### config.mk
export PLATFORM = sky130hd
export DESIGN_NAME = multicycle_ctrl
export DESIGN_NICKNAME = d
export VERILOG_FILES = /design/src/rtl/mc_ctrl_pkg.sv /design/src/rtl/mc_opdecode.sv /design/src/rtl/multicycle_ctrl.sv
export SDC_FILE = /design/constraint.sdc
export NUM_CORES = 1
export LEC_CHECK = 0
export CORE_MARGIN = 2
export CORE_UTILIZATION = 55
export CTS_BUF_LIST = sky130_fd_sc_hd__clkbuf_8
export DETAILED_ROUTE_END_ITERATION = 8
export PLACE_DENSITY = 0.95
export SETUP_SLACK_MARGIN = 0.5
export SYNTH_ARGS = -nofsm -noshare
export SYNTH_HDL_FRONTEND = slang
export SYNTH_SLANG_ARGS = --single-unit
### constraint.sdc
create_clock -name clk -period 4.3 [get_ports clk]
set_input_delay 0.86 -clock clk [delete_from_list [all_inputs] [get_ports clk]]
set_output_delay 0.86 -clock clk [all_outputs]
set_load 0.02 [all_outputs]
### src/rtl/mc_ctrl_pkg.sv
// Shared types and encodings for the multicycle LEGv8-style controller.
// Holds FSM states, opcode constants, ALU control codes and ALU B-source selects.
package mc_ctrl_pkg;

    typedef enum logic [3:0] {
        StFetch,
        StDecode,
        StExecR,
        StAddr,
        StMemRd,
        StMemWr,
        StWbMem,
        StWbAlu,
        StExecMovz,
        StBranch,
        StError
    } state_t;

    typedef enum logic [2:0] {
        ClsR,
        ClsLoad,
        ClsStore,
        ClsCbz,
        ClsMovz,
        ClsIllegal
    } op_class_t;

    localparam logic [10:0] OpcAdd  = 11'b10001011000;
    localparam logic [10:0] OpcSub  = 11'b11001011000;
    localparam logic [10:0] OpcAnd  = 11'b10001010000;
    localparam logic [10:0] OpcOrr  = 11'b10101010000;
    localparam logic [10:0] OpcLdur = 11'b11111000010;
    localparam logic [10:0] OpcStur = 11'b11111000000;
    // CBZ and MOVZ are matched on their upper bits only.
    localparam logic [7:0]  OpcCbzPfx  = 8'b10110100;
    localparam logic [8:0]  OpcMovzPfx = 9'b110100101;

    localparam logic [3:0] AluAdd   = 4'b0010;
    localparam logic [3:0] AluSub   = 4'b0110;
    localparam logic [3:0] AluAnd   = 4'b0000;
    localparam logic [3:0] AluOrr   = 4'b0001;
    localparam logic [3:0] AluPassB = 4'b0111;

    localparam logic [1:0] SrcBReg  = 2'b00;
    localparam logic [1:0] SrcBFour = 2'b01;
    localparam logic [1:0] SrcBImm  = 2'b10;

endpackage

### src/rtl/mc_opdecode.sv
// Combinational opcode classifier: instruction class, ALU operation and illegal flag
// from the 11-bit opcode field.
module mc_opdecode
    import mc_ctrl_pkg::*;
(
    input  logic [10:0] opcode_i,
    output op_class_t   op_class_o,
    output logic [3:0]  alu_code_o,
    output logic        illegal_o
);

    always_comb begin
        op_class_o = ClsIllegal;
        alu_code_o = AluAdd;
        case (opcode_i)
            OpcAdd:  op_class_o = ClsR;
            OpcSub: begin
                op_class_o = ClsR;
                alu_code_o = AluSub;
            end
            OpcAnd: begin
                op_class_o = ClsR;
                alu_code_o = AluAnd;
            end
            OpcOrr: begin
                op_class_o = ClsR;
                alu_code_o = AluOrr;
            end
            OpcLdur: op_class_o = ClsLoad;
            OpcStur: op_class_o = ClsStore;
            default: begin
                if (opcode_i[10:3] == OpcCbzPfx) begin
                    op_class_o = ClsCbz;
                    alu_code_o = AluPassB;
                end else if (opcode_i[10:2] == OpcMovzPfx) begin
                    op_class_o = ClsMovz;
                    alu_code_o = AluPassB;
                end
            end
        endcase
    end

    assign illegal_o = (op_class_o == ClsIllegal);

endmodule

### src/rtl/multicycle_ctrl.sv
// Multicycle datapath controller: FETCH/DECODE/execute FSM with a memory-wait
// timeout counter and a sticky error state left only through reset.
module multicycle_ctrl
    import mc_ctrl_pkg::*;
#(
    parameter int unsigned MEM_TIMEOUT = 15
) (
    input  logic        clk,
    input  logic        reset,
    input  logic [10:0] instr,
    input  logic        zero,
    input  logic        mem_ready,
    output logic        pc_write,
    output logic        ir_write,
    output logic        mem_read,
    output logic        mem_write,
    output logic        reg_write,
    output logic        reg2loc,
    output logic        mem_to_reg,
    output logic        movz,
    output logic        pc_src,
    output logic        alu_src_a,
    output logic [1:0]  alu_src_b,
    output logic [3:0]  alu_control,
    output logic        error
);

    localparam logic [7:0] CntLast = 8'(MEM_TIMEOUT - 1);

    state_t    state_q, state_d;
    logic [7:0] cnt_q, cnt_d;
    op_class_t cls_q, cls_d;
    logic [3:0] alu_q, alu_d;
    logic       mem_wait;

    op_class_t  dec_class;
    logic [3:0] dec_alu;
    logic       dec_illegal;

    mc_opdecode u_opdecode (
        .opcode_i   (instr),
        .op_class_o (dec_class),
        .alu_code_o (dec_alu),
        .illegal_o  (dec_illegal)
    );

    always_comb begin
        state_d  = state_q;
        cls_d    = cls_q;
        alu_d    = alu_q;
        mem_wait = 1'b0;
        unique case (state_q)
            StFetch: begin
                mem_wait = 1'b1;
                if (mem_ready)               state_d = StDecode;
                else if (cnt_q == CntLast)   state_d = StError;
            end
            StDecode: begin
                // Latch the classification so later states need not re-decode instr.
                cls_d = dec_class;
                alu_d = dec_alu;
                if (dec_illegal) begin
                    state_d = StError;
                end else begin
                    case (dec_class)
                        ClsR:              state_d = StExecR;
                        ClsLoad, ClsStore: state_d = StAddr;
                        ClsCbz:            state_d = StBranch;
                        ClsMovz:           state_d = StExecMovz;
                        default:           state_d = StError;
                    endcase
                end
            end
            StExecR:    state_d = StWbAlu;
            StAddr:     state_d = (cls_q == ClsLoad) ? StMemRd : StMemWr;
            StMemRd: begin
                mem_wait = 1'b1;
                if (mem_ready)               state_d = StWbMem;
                else if (cnt_q == CntLast)   state_d = StError;
            end
            StMemWr: begin
                mem_wait = 1'b1;
                if (mem_ready)               state_d = StFetch;
                else if (cnt_q == CntLast)   state_d = StError;
            end
            StWbMem, StWbAlu, StBranch: state_d = StFetch;
            StExecMovz: state_d = StWbAlu;
            StError:    state_d = StError;
            default:    state_d = StError;
        endcase

        // Any state change counts as entry, so the counter starts at 0 in each wait state.
        if (state_d != state_q)           cnt_d = 8'd0;
        else if (mem_wait && !mem_ready)  cnt_d = cnt_q + 8'd1;
        else                              cnt_d = cnt_q;
    end

    always_ff @(posedge clk) begin
        if (reset) begin
            state_q <= StFetch;
            cnt_q   <= 8'd0;
            cls_q   <= ClsIllegal;
            alu_q   <= AluAdd;
        end else begin
            state_q <= state_d;
            cnt_q   <= cnt_d;
            cls_q   <= cls_d;
            alu_q   <= alu_d;
        end
    end

    // Outputs are forced low while reset is high, so an abandoned access strobes nothing.
    always_comb begin
        pc_write    = 1'b0;
        ir_write    = 1'b0;
        mem_read    = 1'b0;
        mem_write   = 1'b0;
        reg_write   = 1'b0;
        reg2loc     = 1'b0;
        mem_to_reg  = 1'b0;
        movz        = 1'b0;
        pc_src      = 1'b0;
        alu_src_a   = 1'b0;
        alu_src_b   = SrcBReg;
        alu_control = 4'b0000;
        error       = 1'b0;
        if (!reset) begin
            alu_control = AluAdd;
            unique case (state_q)
                StFetch: begin
                    mem_read  = 1'b1;
                    alu_src_b = SrcBFour;
                    ir_write  = mem_ready;
                    pc_write  = mem_ready;
                end
                StDecode: ;
                StExecR: begin
                    alu_src_a   = 1'b1;
                    alu_control = alu_q;
                end
                StAddr: begin
                    alu_src_a = 1'b1;
                    alu_src_b = SrcBImm;
                end
                StMemRd: mem_read = 1'b1;
                StMemWr: begin
                    mem_write = 1'b1;
                    reg2loc   = 1'b1;
                end
                StWbMem: begin
                    reg_write  = 1'b1;
                    mem_to_reg = 1'b1;
                end
                StWbAlu: begin
                    reg_write = 1'b1;
                    movz      = (cls_q == ClsMovz);
                end
                StExecMovz: begin
                    alu_src_b   = SrcBImm;
                    alu_control = AluPassB;
                    movz        = 1'b1;
                end
                StBranch: begin
                    reg2loc     = 1'b1;
                    alu_src_a   = 1'b1;
                    alu_control = AluPassB;
                    pc_src      = zero;
                    pc_write    = zero;
                end
                StError: error = 1'b1;
                default: error = 1'b1;
            endcase
        end
    end

endmodule

==> results_dict.tcl <==
set metrics [dict create \
    drv_cap 0 \
    timing.hold.ws_ps 498 \
    grt_pass1_vias 1320 \
    cts_tree "done" \
    postCtsSetupRepairBufs 0 \
    cts_buffer_depth 2 \
    ys_seq_area_frac 0.262 \
    synth_edf_count 0 \
    slowest_delay_ps 600 \
    yosysMostFrequentCell "nor2_1" \
    synthXorXnorAreaFrac 0.0445 \
    synth_top_family_by_area "simple AND/OR/NAND/NOR gates" \
    synth.distinct_cells 52 \
    layout_setup_ws_ps 696 \
    h-tree-depth 1 \
    synthMuxAreaShare 0.0145 \
    required_ps 3440 \
    cts_inserted_buffers 3 \
    areaGrowthSynthToFinish_pct 24.8 \
    synth_commonest_cells "28 x nor2_1, 18 x dfxtp_1, 11 x a21oi_1, 11 x nand2_1" \
    setup-tns-final_ps 0 \
    antennaDiodeCount 0 \
    numPortBuffers 30 \
    clk_pin_slew_ps 70 \
    worst_pin_slew_ps 637 \
    num_rows 18 \
    criticalPathCategory "input port to output port" \
    grt_max_degree 22 \
    p_leak_nw 0.608 \
    gp_congestion 0.858 \
    yosys-top-cells-area "dfxtp_1 26%, nor2_1 7.6%, a21oi_1 4.0%, nand2b_1 3.6%, xor2_1 3.2%" \
    synthFlopType "dfxtp_1" \
    grt_pass1_wl_mm 5.55 \
    ys_warn_count 0 \
    crit_chain "clkdlybuf4s50_1 > or2_2 > nor4_1 > and2_1 > or2_2 > clkdlybuf4s50_1" \
    post-place-ws_ps 684 \
    hold_buffers 0 \
    skew_ps 2.34 \
    synthesis.area_mm2 0.00138 \
    crit_path_start_kind "input port" \
    layout_min_cycle_time_ps 3600 \
    fmax_ghz 0.277 \
    yosysTopAreaCell "dfxtp_1" \
    hp-class "flip-flop to flip-flop" \
    routedWlPerCell_um 15.4 \
    finalCritPeriodShare 0.838 \
    viasPerCell 6.10 \
    final_hold_viol_count 0 \
    peakVddDrop_v 0.000395 \
    finalSetupViolations 0 \
    die_w_um 54.0 \
    antenna_found_initial 0 \
    synthAdderAreaFrac 0.0182 \
    root_buffer "clkbuf_8" \
    ys_seq_elements 18 \
    start_util 0.566 \
    crit_slowest_cell "clkdlybuf4s50_1" \
    ant_nets 0 \
    stdcell_area_mm2 0.00172 \
    stdcell_count 235 \
    core-area_mm2 0.00243 \
    worstPathMaxFanout 6 \
    pin_count 32 \
    cts.sinks 18 \
    drive_gt1_frac 0.0829 \
    clock_latency_ps 250 \
    syn_nets 200 \
    arrival_ps 2740 \
    synth_compound_area_frac 0.208 \
    fp.dieH_um 54.0 \
    track_usage 0.257 \
    wl_mm 3.61 \
    relSlewSlack 0.575 \
    end_kind "output port" \
    async_flop_share 0 \
    synth-simple-area-share 0.397 \
    dp_cells 231 \
    drc_errors 0 \
    nets 223 \
    synthesis.instances 183 \
    grt-ovfl-total 0 \
    avgSynthCellArea_um2 7.53 \
    synth_top_area_frac 0.262 \
    drt_pass1_iterations 4 \
    first_iter_violations 37 \
    status "finished clean" \
    powerDensity_mw_per_mm2 488 \
    rsz0062_at_grt "no" \
    hpwl_mm 2.66 \
    vias 1434 \
    dieArea_mm2 0.00292 \
    cts-resized-gates 0 \
    placed_area_mm2 0.00166 \
    slew_violations 0 \
]
==> worst paths after layout <==
kind / from / to / slack (ps) / cells past startpoint
worst max register to register: state_q[0]$_SDFF_PP0_ / cnt_q[1]$_SDFFE_PP0P_ / 2000 / 5
worst max-delay path: reset / pc_write / 700 / 6
worst min-delay path: alu_q[0]$_SDFFE_PP0P_ / alu_q[0]$_SDFFE_PP0P_ / 500 / 2
worst min register to register: alu_q[0]$_SDFFE_PP0P_ / alu_q[0]$_SDFFE_PP0P_ / 500 / 2
==> cells in the final DEF, fill, tap and decap left out, drive strengths merged, types with 5 or more instances in the layout <==
| master | synthesis | final |
|---|---|---|
| a21oi | 11 | 11 |
| a31oi | 5 | 5 |
| clkdlybuf4s50 | 0 | 30 |
| dfxtp | 18 | 18 |
| nand2 | 11 | 11 |
| nand2b | 8 | 8 |
| nand3 | 6 | 6 |
| nor2 | 28 | 28 |
| nor2b | 6 | 6 |
| nor3 | 7 | 7 |
| o21ai | 7 | 7 |
| or2 | 5 | 5 |
| xor2 | 5 | 5 |
==> cell families after synthesis <==
logic type / count (synthesis)
XOR/XNOR: 7
multiplexers: 2
flip-flops: 18
AND/OR/NAND/NOR: 96
AO/OA/AOI/OAI: 40
other: 1
adder cells (fa/ha/maj): 2
buffers and inverters: 17
==> layer usage <==
metal | part of all wire | vias to the layer above | GRT usage
li1 | - | 695 | -
met1 | 0.41 | 671 | 0.295
met2 | 0.52 | 57 | 0.482
met3 | 0.055 | 11 | 0.0306
met4 | 0.021 | 0 | 0.0958
met5 | 0 | - | 0
==> worst max-delay path, delay by kind of cell <==
kind / cells / cell delay [ps]
AND/OR/NAND/NOR: 4 / 860
buffers and inverters: 2 / 1010
==> final cells by class <==
type                    instances  area [um2]
clock buffers                   4        55.1
well taps                      30        37.5
repair buffers                 31         308
flip-flops and latches         18         360
multi-input cells             148         943
fillers                       187         713
inverters                       4        15.0
==> through the flow <==
step,util,power (mW)
after CTS,0.707,0.833
after floorplan,-,0.576
after global placement,0.684,0.670
after global routing,0.707,0.886
after detailed placement,0.684,0.694
final,0.707,0.839
==> sequential cells by signal, indices dropped and copies added, names as in the netlist <==
register  count
cnt_q         8
cls_q         3
alu_q         3
state_q       4
==> power breakdown <==
group	leakage, nW	switching (mW)	internal, mW	total (mW)
clock	0.0288	0.0556	0.0813	0.137
combinational	0.433	0.231	0.186	0.416
sequential	0.146	0.0841	0.202	0.286
(Power assumes the default switching activity.)
